[src/rtl/vga_timing_gen.sv]
// VGA display timing generator: scans the frame, hands (row, column) to the sprite
// generators, and aligns, blanks and drives the returned intensity alongside the syncs.
module vga_timing_gen #(
  parameter int H_ACTIVE = 640,
  parameter int H_FP     = 24,
  parameter int H_SYNC   = 40,
  parameter int H_BP     = 128,
  parameter int V_ACTIVE = 480,
  parameter int V_FP     = 9,
  parameter int V_SYNC   = 3,
  parameter int V_BP     = 28,
  parameter bit SYNC_POL = 1'b0,
  parameter int PIX_DLY  = 0
) (
  input  logic        clk,
  input  logic        rst,
  output logic [11:0] pixel_row,
  output logic [11:0] pixel_column,
  input  logic [3:0]  sprite_pix,
  output logic        frame_tick,
  output logic        video_on,
  output logic        vga_hsync,
  output logic        vga_vsync,
  output logic [3:0]  vga_r,
  output logic [3:0]  vga_g,
  output logic [3:0]  vga_b
);

  localparam int H_TOTAL = H_ACTIVE + H_FP + H_SYNC + H_BP;
  localparam int V_TOTAL = V_ACTIVE + V_FP + V_SYNC + V_BP;

  localparam logic [11:0] C_HA    = 12'(H_ACTIVE);
  localparam logic [11:0] C_HS0   = 12'(H_ACTIVE + H_FP);
  localparam logic [11:0] C_HS1   = 12'(H_ACTIVE + H_FP + H_SYNC);
  localparam logic [11:0] C_HLAST = 12'(H_TOTAL - 1);
  localparam logic [11:0] C_VA    = 12'(V_ACTIVE);
  localparam logic [11:0] C_VS0   = 12'(V_ACTIVE + V_FP);
  localparam logic [11:0] C_VS1   = 12'(V_ACTIVE + V_FP + V_SYNC);
  localparam logic [11:0] C_VLAST = 12'(V_TOTAL - 1);

  typedef struct packed {
    logic vis;
    logic hs;
    logic vs;
  } ctl_t;

  logic [11:0] r_row, r_col;
  ctl_t        w_dec, w_dly;
  logic        r_von, r_hs, r_vs, r_tick;
  logic [3:0]  r_pix;

  always_ff @(posedge clk or negedge rst) begin
    if (!rst) begin
      r_row <= '0;
      r_col <= '0;
    end else if (r_col == C_HLAST) begin
      r_col <= '0;
      r_row <= (r_row == C_VLAST) ? 12'd0 : r_row + 12'd1;
    end else begin
      r_col <= r_col + 12'd1;
    end
  end

  always_comb begin
    w_dec     = '0;
    w_dec.vis = (r_col < C_HA) && (r_row < C_VA);
    w_dec.hs  = (r_col >= C_HS0) && (r_col < C_HS1);
    w_dec.vs  = (r_row >= C_VS0) && (r_row < C_VS1);
  end

  // Control bits wait PIX_DLY clocks so they meet a registered sprite source's pixel.
  generate
    if (PIX_DLY == 0) begin : g_nodly
      assign w_dly = w_dec;
    end else begin : g_dly
      ctl_t r_pipe [PIX_DLY];
      always_ff @(posedge clk or negedge rst) begin
        if (!rst) begin
          for (int i = 0; i < PIX_DLY; i++) r_pipe[i] <= '0;
        end else begin
          r_pipe[0] <= w_dec;
          for (int i = 1; i < PIX_DLY; i++) r_pipe[i] <= r_pipe[i-1];
        end
      end
      assign w_dly = r_pipe[PIX_DLY-1];
    end
  endgenerate

  always_ff @(posedge clk or negedge rst) begin
    if (!rst) begin
      r_von  <= 1'b0;
      r_hs   <= ~SYNC_POL;
      r_vs   <= ~SYNC_POL;
      r_pix  <= 4'h0;
      r_tick <= 1'b0;
    end else begin
      r_von  <= w_dly.vis;
      r_hs   <= w_dly.hs ? SYNC_POL : ~SYNC_POL;
      r_vs   <= w_dly.vs ? SYNC_POL : ~SYNC_POL;
      r_pix  <= w_dly.vis ? sprite_pix : 4'h0;
      r_tick <= (r_row == C_VA) && (r_col == 12'd0);
    end
  end

  assign pixel_row    = r_row;
  assign pixel_column = r_col;
  assign frame_tick   = r_tick;
  assign video_on     = r_von;
  assign vga_hsync    = r_hs;
  assign vga_vsync    = r_vs;
  assign vga_r        = r_pix;
  assign vga_g        = r_pix;
  assign vga_b        = r_pix;

endmodule
[config.mk]
export PLATFORM = sky130hd
export DESIGN_NAME = vga_timing_gen
export DESIGN_NICKNAME = d
export VERILOG_FILES = /design/src/rtl/vga_timing_gen.sv
export SDC_FILE = /design/constraint.sdc
export NUM_CORES = 1
export LEC_CHECK = 0
export CAP_MARGIN = 20
export CORE_ASPECT_RATIO = 1.4
export CORE_MARGIN = 5
export CORE_UTILIZATION = 42
export DETAILED_ROUTE_END_ITERATION = 7
export PLACE_DENSITY = 0.75
export SYNTH_ARGS = -nofsm -noshare
export SYNTH_HDL_FRONTEND = slang
export SYNTH_SLANG_ARGS = --single-unit
[constraint.sdc]
create_clock -name clk -period 1.45 [get_ports clk]
set_input_delay 0.3625 -clock clk [delete_from_list [all_inputs] [get_ports clk]]
set_output_delay 0.3625 -clock clk [all_outputs]
set_load 0.01 [all_outputs]
==> results.md <==
- The global-route wire length before repair is 7755 um.
- The destination of the critical timing path is pixel_row[10].
- After synthesis, the cell types taking the most area are sky130_fd_sc_hd__dfrtp_1, sky130_fd_sc_hd__xnor2_1, sky130_fd_sc_hd__ha_1, sky130_fd_sc_hd__nand3_1, sky130_fd_sc_hd__buf_4.
- Across the routed clock network, the largest skew measured is about 5.2 ps.
- The path class of the tightest hold or removal check is in -> async.
- The fraction of registers with async set/reset is between 90% and 100%.
- The total die area is 5218 um2.
- In this run, post-CTS hold repair placed 0 buffers.
- The clock-pin slew on the worst setup and hold paths is 60 ps.
- The critical path goes through ha_4, and4_4, nand4_1, or4b_1, mux2i_1.
- For the worst flop-to-flop path, the logic depth is 5.
- By area, the combinational part of the netlist is dominated by simple AND/OR/NAND/NOR gates.
- between 40 and 50 I/O pins were placed.
- The most common cell in the synthesized netlist is sky130_fd_sc_hd__dfrtp_1.
- The maximum number of pins on one net before global-route repair is 33.
- The total area of sequential cells is 812.0 um2.
- The total power is ~0.0017 W.
- The warning count from the yosys run is 0.
- The worst-path cell with the longest stage delay is sky130_fd_sc_hd__or4b_1.
- The predominant post-synthesis flop cell is sky130_fd_sc_hd__dfrtp_1.
- Power spread over the standard cell area amounts to between 600 and 700 nW/um2.
- The cell area that synthesis handed to floorplanning was 1620 um2.
- The number of antenna cells inserted is 0.
- The required time of the worst setup path is 1660 ps.
- After detailed routing, the number of remaining DRC violations is 0.
- In the synthesized netlist, the cells that appear most often are sky130_fd_sc_hd__dfrtp_1, sky130_fd_sc_hd__nand3_1, sky130_fd_sc_hd__buf_4, sky130_fd_sc_hd__xnor2_1, sky130_fd_sc_hd__nand2_1.
- The deepest clock path buffer count is 2.
- Counting I/O delays and the setup requirement, the final critical path takes roughly 1600 ps.
- The height of the die is 83.49 um.
- The number of nets in the synthesized netlist is 164.
- The fraction of the yosys area taken by sequential cells is 49.58%.
- The count of nets after finishing is roughly 260.
- The flow ran to the end, but the final reports show violations.
- The synthesized-area fraction occupied by adder cells is roughly 4.6%.
- The beginning of the critical path is pixel_row[0].
- The worst hold slack across all endpoints is between 400 and 500 ps.
- The count of buffers added on input and output ports is 45.
- The number of enable flip-flop cells after synthesis is 0.
- The checks that failed: negative setup slack.
- The xor-xnor portion of the synthesized cell area is roughly 7.0%.
- The number of cells on the critical path is 5.
- The multiplexer area fraction after synthesis is 2.548%.
- The worst setup path is captured at a register.
- After detailed routing, the number of vias per cell comes to 5.531.
- The core box area is 3676 um2.
- Static timing analysis puts the maximum clock frequency at 612.3 MHz.
- The routed wire length per instance is approximately 18 um.
- Summing all multi-input logic gate instances after layout gives 904.6 um2.
- Setup repair after global routing could not meet its margin everywhere.
- The largest stage delay on the critical path is 490 ps.
- Summed over all cells, the static leakage comes to 1.342 nW.
- The ratio of final minimum period to clock period is 112.6%.
- The post-layout utilization of the core is 75.39%.
- Once routing completed, OpenROAD measured the worst setup slack at -183.3 ps.
- The max-slew headroom at the worst pin is 82.43%.
- The hold violation total from the final report is 0.
- The sum of overflow across all layers after global routing is 0.
- The die is 62.50 um wide.
- TritonCTS built the clock tree.
- After technology mapping, the gate count stands at 152.
- The synthesized netlist devotes 6.023% of its cell area to compound gates.
- sky130_fd_sc_hd__dfrtp_1 takes more of the synthesized area than any other cell.
- The post-route netlist has 45.56% of its cells at a drive strength greater than 1.
- After routing the design area is about 2800 um2.
- In this run, synthesis produced a sequential element count of 32.
- The total global-route track usage is 18.67%.
- The number of antenna violations at the first check in global routing is 0.
- The placement row count is 26.
- The number of global-route vias before repair is 1,594.
- For the worst-skew pair, the clock arrives at the later sink with an insertion delay of 280 ps.
- The final max-slew violation count is 0.
- VDD sags by at most around 630 uV.
- The dominant delay contributor by cell family on the critical path is simple AND/OR/NAND/NOR gates.
- The critical path contains buffers and inverters numbering 0 combined.
- The startpoint kind of the worst setup timing path is a register.
- The number of levels in the clock H-tree is 2.
- Detailed placement finished with a half-perimeter wire length of 3208 um.
- Of the total synthesized cell area, the portion taken by AND, OR, NAND and NOR gates is between 20% and 30%.
- The category of the most critical setup path is reg -> reg.
- The distinct cell type count after synthesis is 39.
- The number of search-and-repair iterations in the first detailed-routing pass is 4.
- Max-cap violations in this run came to 0.
- The count of nets left with antenna violations after detail routing is 0.
- The routed wire length is 5335 um.
- The final-layout fill cell count is between 200 and 250.
- The worst register-to-register path begins at pixel_row[0].
- Setup violations remaining at the end of the flow were counted as 22.
- The mean instance size in the synthesized netlist is between 10 and 15 um2.
- The via count is approximately 1,600.
- In this run the register-to-register setup slack is -180 ps.
- In this run, the number of DRC markers left after iteration 0 of detailed routing was 42.
- The top cell type's share of synthesized area is 46.33%.
- Clock tree synthesis inserted a total of 5 buffers.
- The placed instances occupy a cell area of 2377 um2.
- The final RePlAce weighted congestion is roughly 0.86.
- The tree built by TritonCTS fans out to 32 sinks.
- The arrival time at the worst endpoint is 1840 ps.
- The initial cell density of the core is 44.08%.
- Compared with the post-synthesis result, the final layout area differs by 71.04%.
- At the pin with the least slew margin, the transition time is 263.1 ps.
- Of all nets on the critical path, the largest fanout is 3.
- The endpoint identified for the worst register-to-register timing path is pixel_row[10].
- Clock tree synthesis selected as its root buffer the cell sky130_fd_sc_hd__clkbuf_8.
[power breakdown]
part	internal, W	leakage [nW]	switching [W]	total, W
clock	0.000387	0.0455	0.000323	0.000710
combinational	0.0000358	0.895	0.0000369	0.0000727
sequential	0.000899	0.401	0.00000427	0.000903
[registers in the layout (all words and copies together) (netlist names)]
register and count:
pixel_column 12, frame_tick 1, pixel_row 12, video_on 1
vga_vsync 1, vga_hsync 1, vga_b 4
[cell usage in the layout (no fill, tap or decap), drive strengths merged, types with 2 or more instances in the layout]
| cell type | n |
|---|---|
| o22ai | 2 |
| and3 | 4 |
| xnor2 | 9 |
| ha | 6 |
| nand4 | 5 |
| and4 | 4 |
| dlygate4sd2 | 28 |
| xor2 | 4 |
| o21ai | 4 |
| a21oi | 3 |
| or3 | 2 |
| nand3 | 14 |
| nand2b | 2 |
| nor3 | 5 |
| clkbuf | 11 |
| mux2i | 3 |
| clkdlybuf4s15 | 4 |
| clkdlybuf4s50 | 5 |
| dfrtp | 30 |
| dfstp | 2 |
| inv | 6 |
| nor4 | 2 |
| and2 | 6 |
| nor2 | 5 |
| a21boi | 4 |
| nand2 | 8 |
| buf | 60 |
| a31oi | 2 |
[worst min path at each step]
| stage | slack, ps | to | cells past startpoint | from |
|---|---|---|---|---|
| after floorplan | 70 | frame_tick | 0 | rst |
| after global placement | 470 | pixel_column[0] | 1 | pixel_column[0] |
| after detailed placement | 480 | pixel_column[0] | 1 | pixel_column[0] |
| after CTS | 440 | pixel_row[3] | 2 | rst |
| after global routing | 440 | pixel_row[5] | 2 | rst |
| final | 430 | pixel_row[3] | 2 | rst |
[what timing repair did]
| item | in CTS | in global routing |
|---|---|---|
| gates cloned | 1 | 0 |
| buffers inserted | 10 | 8 |
| pin swaps | 9 | 11 |
| gates resized for setup | 74 | 44 |
| endpoints found under the setup margin | 52 | 29 |
[per-layer routing]
metal	wire length, um	global-route usage (%)	share of wire (%)
met3	279	6.334	5.2
met5	0	0	0
met4	238	10.42	4.5
met1	1876	18.59	35
met2	2941	33.11	55
[through the flow]
stage / setup WS (ps) / cells / TNS (ps)
floorplan: -156.5 / 152 / -207.7
global placement: -93.86 / 265 / -318.9
detailed placement: -154.2 / 265 / -762.8
CTS: -168.8 / 283 / -1216
global route: -250.2 / 290 / -2896
finish: -183.3 / 290 / -1618
[layout make-up]
class	instances	share of cell area, %
clock buffers	8	3.251
inverters	6	0.9029
multi-input cells	102	32.64
flip-flops and latches	32	29.30
well taps	42	1.896
repair buffers	100	32.01
[cell families after synthesis]
logic type	after synthesis
adders and majority gates	6
xor gates and xnor gates	13
AOI/OAI and AO/OA	16
DFF	32
muxes	4
buffers and inverters	18
and+or+nand+nor	63
Power figures use the tool's default switching activity.
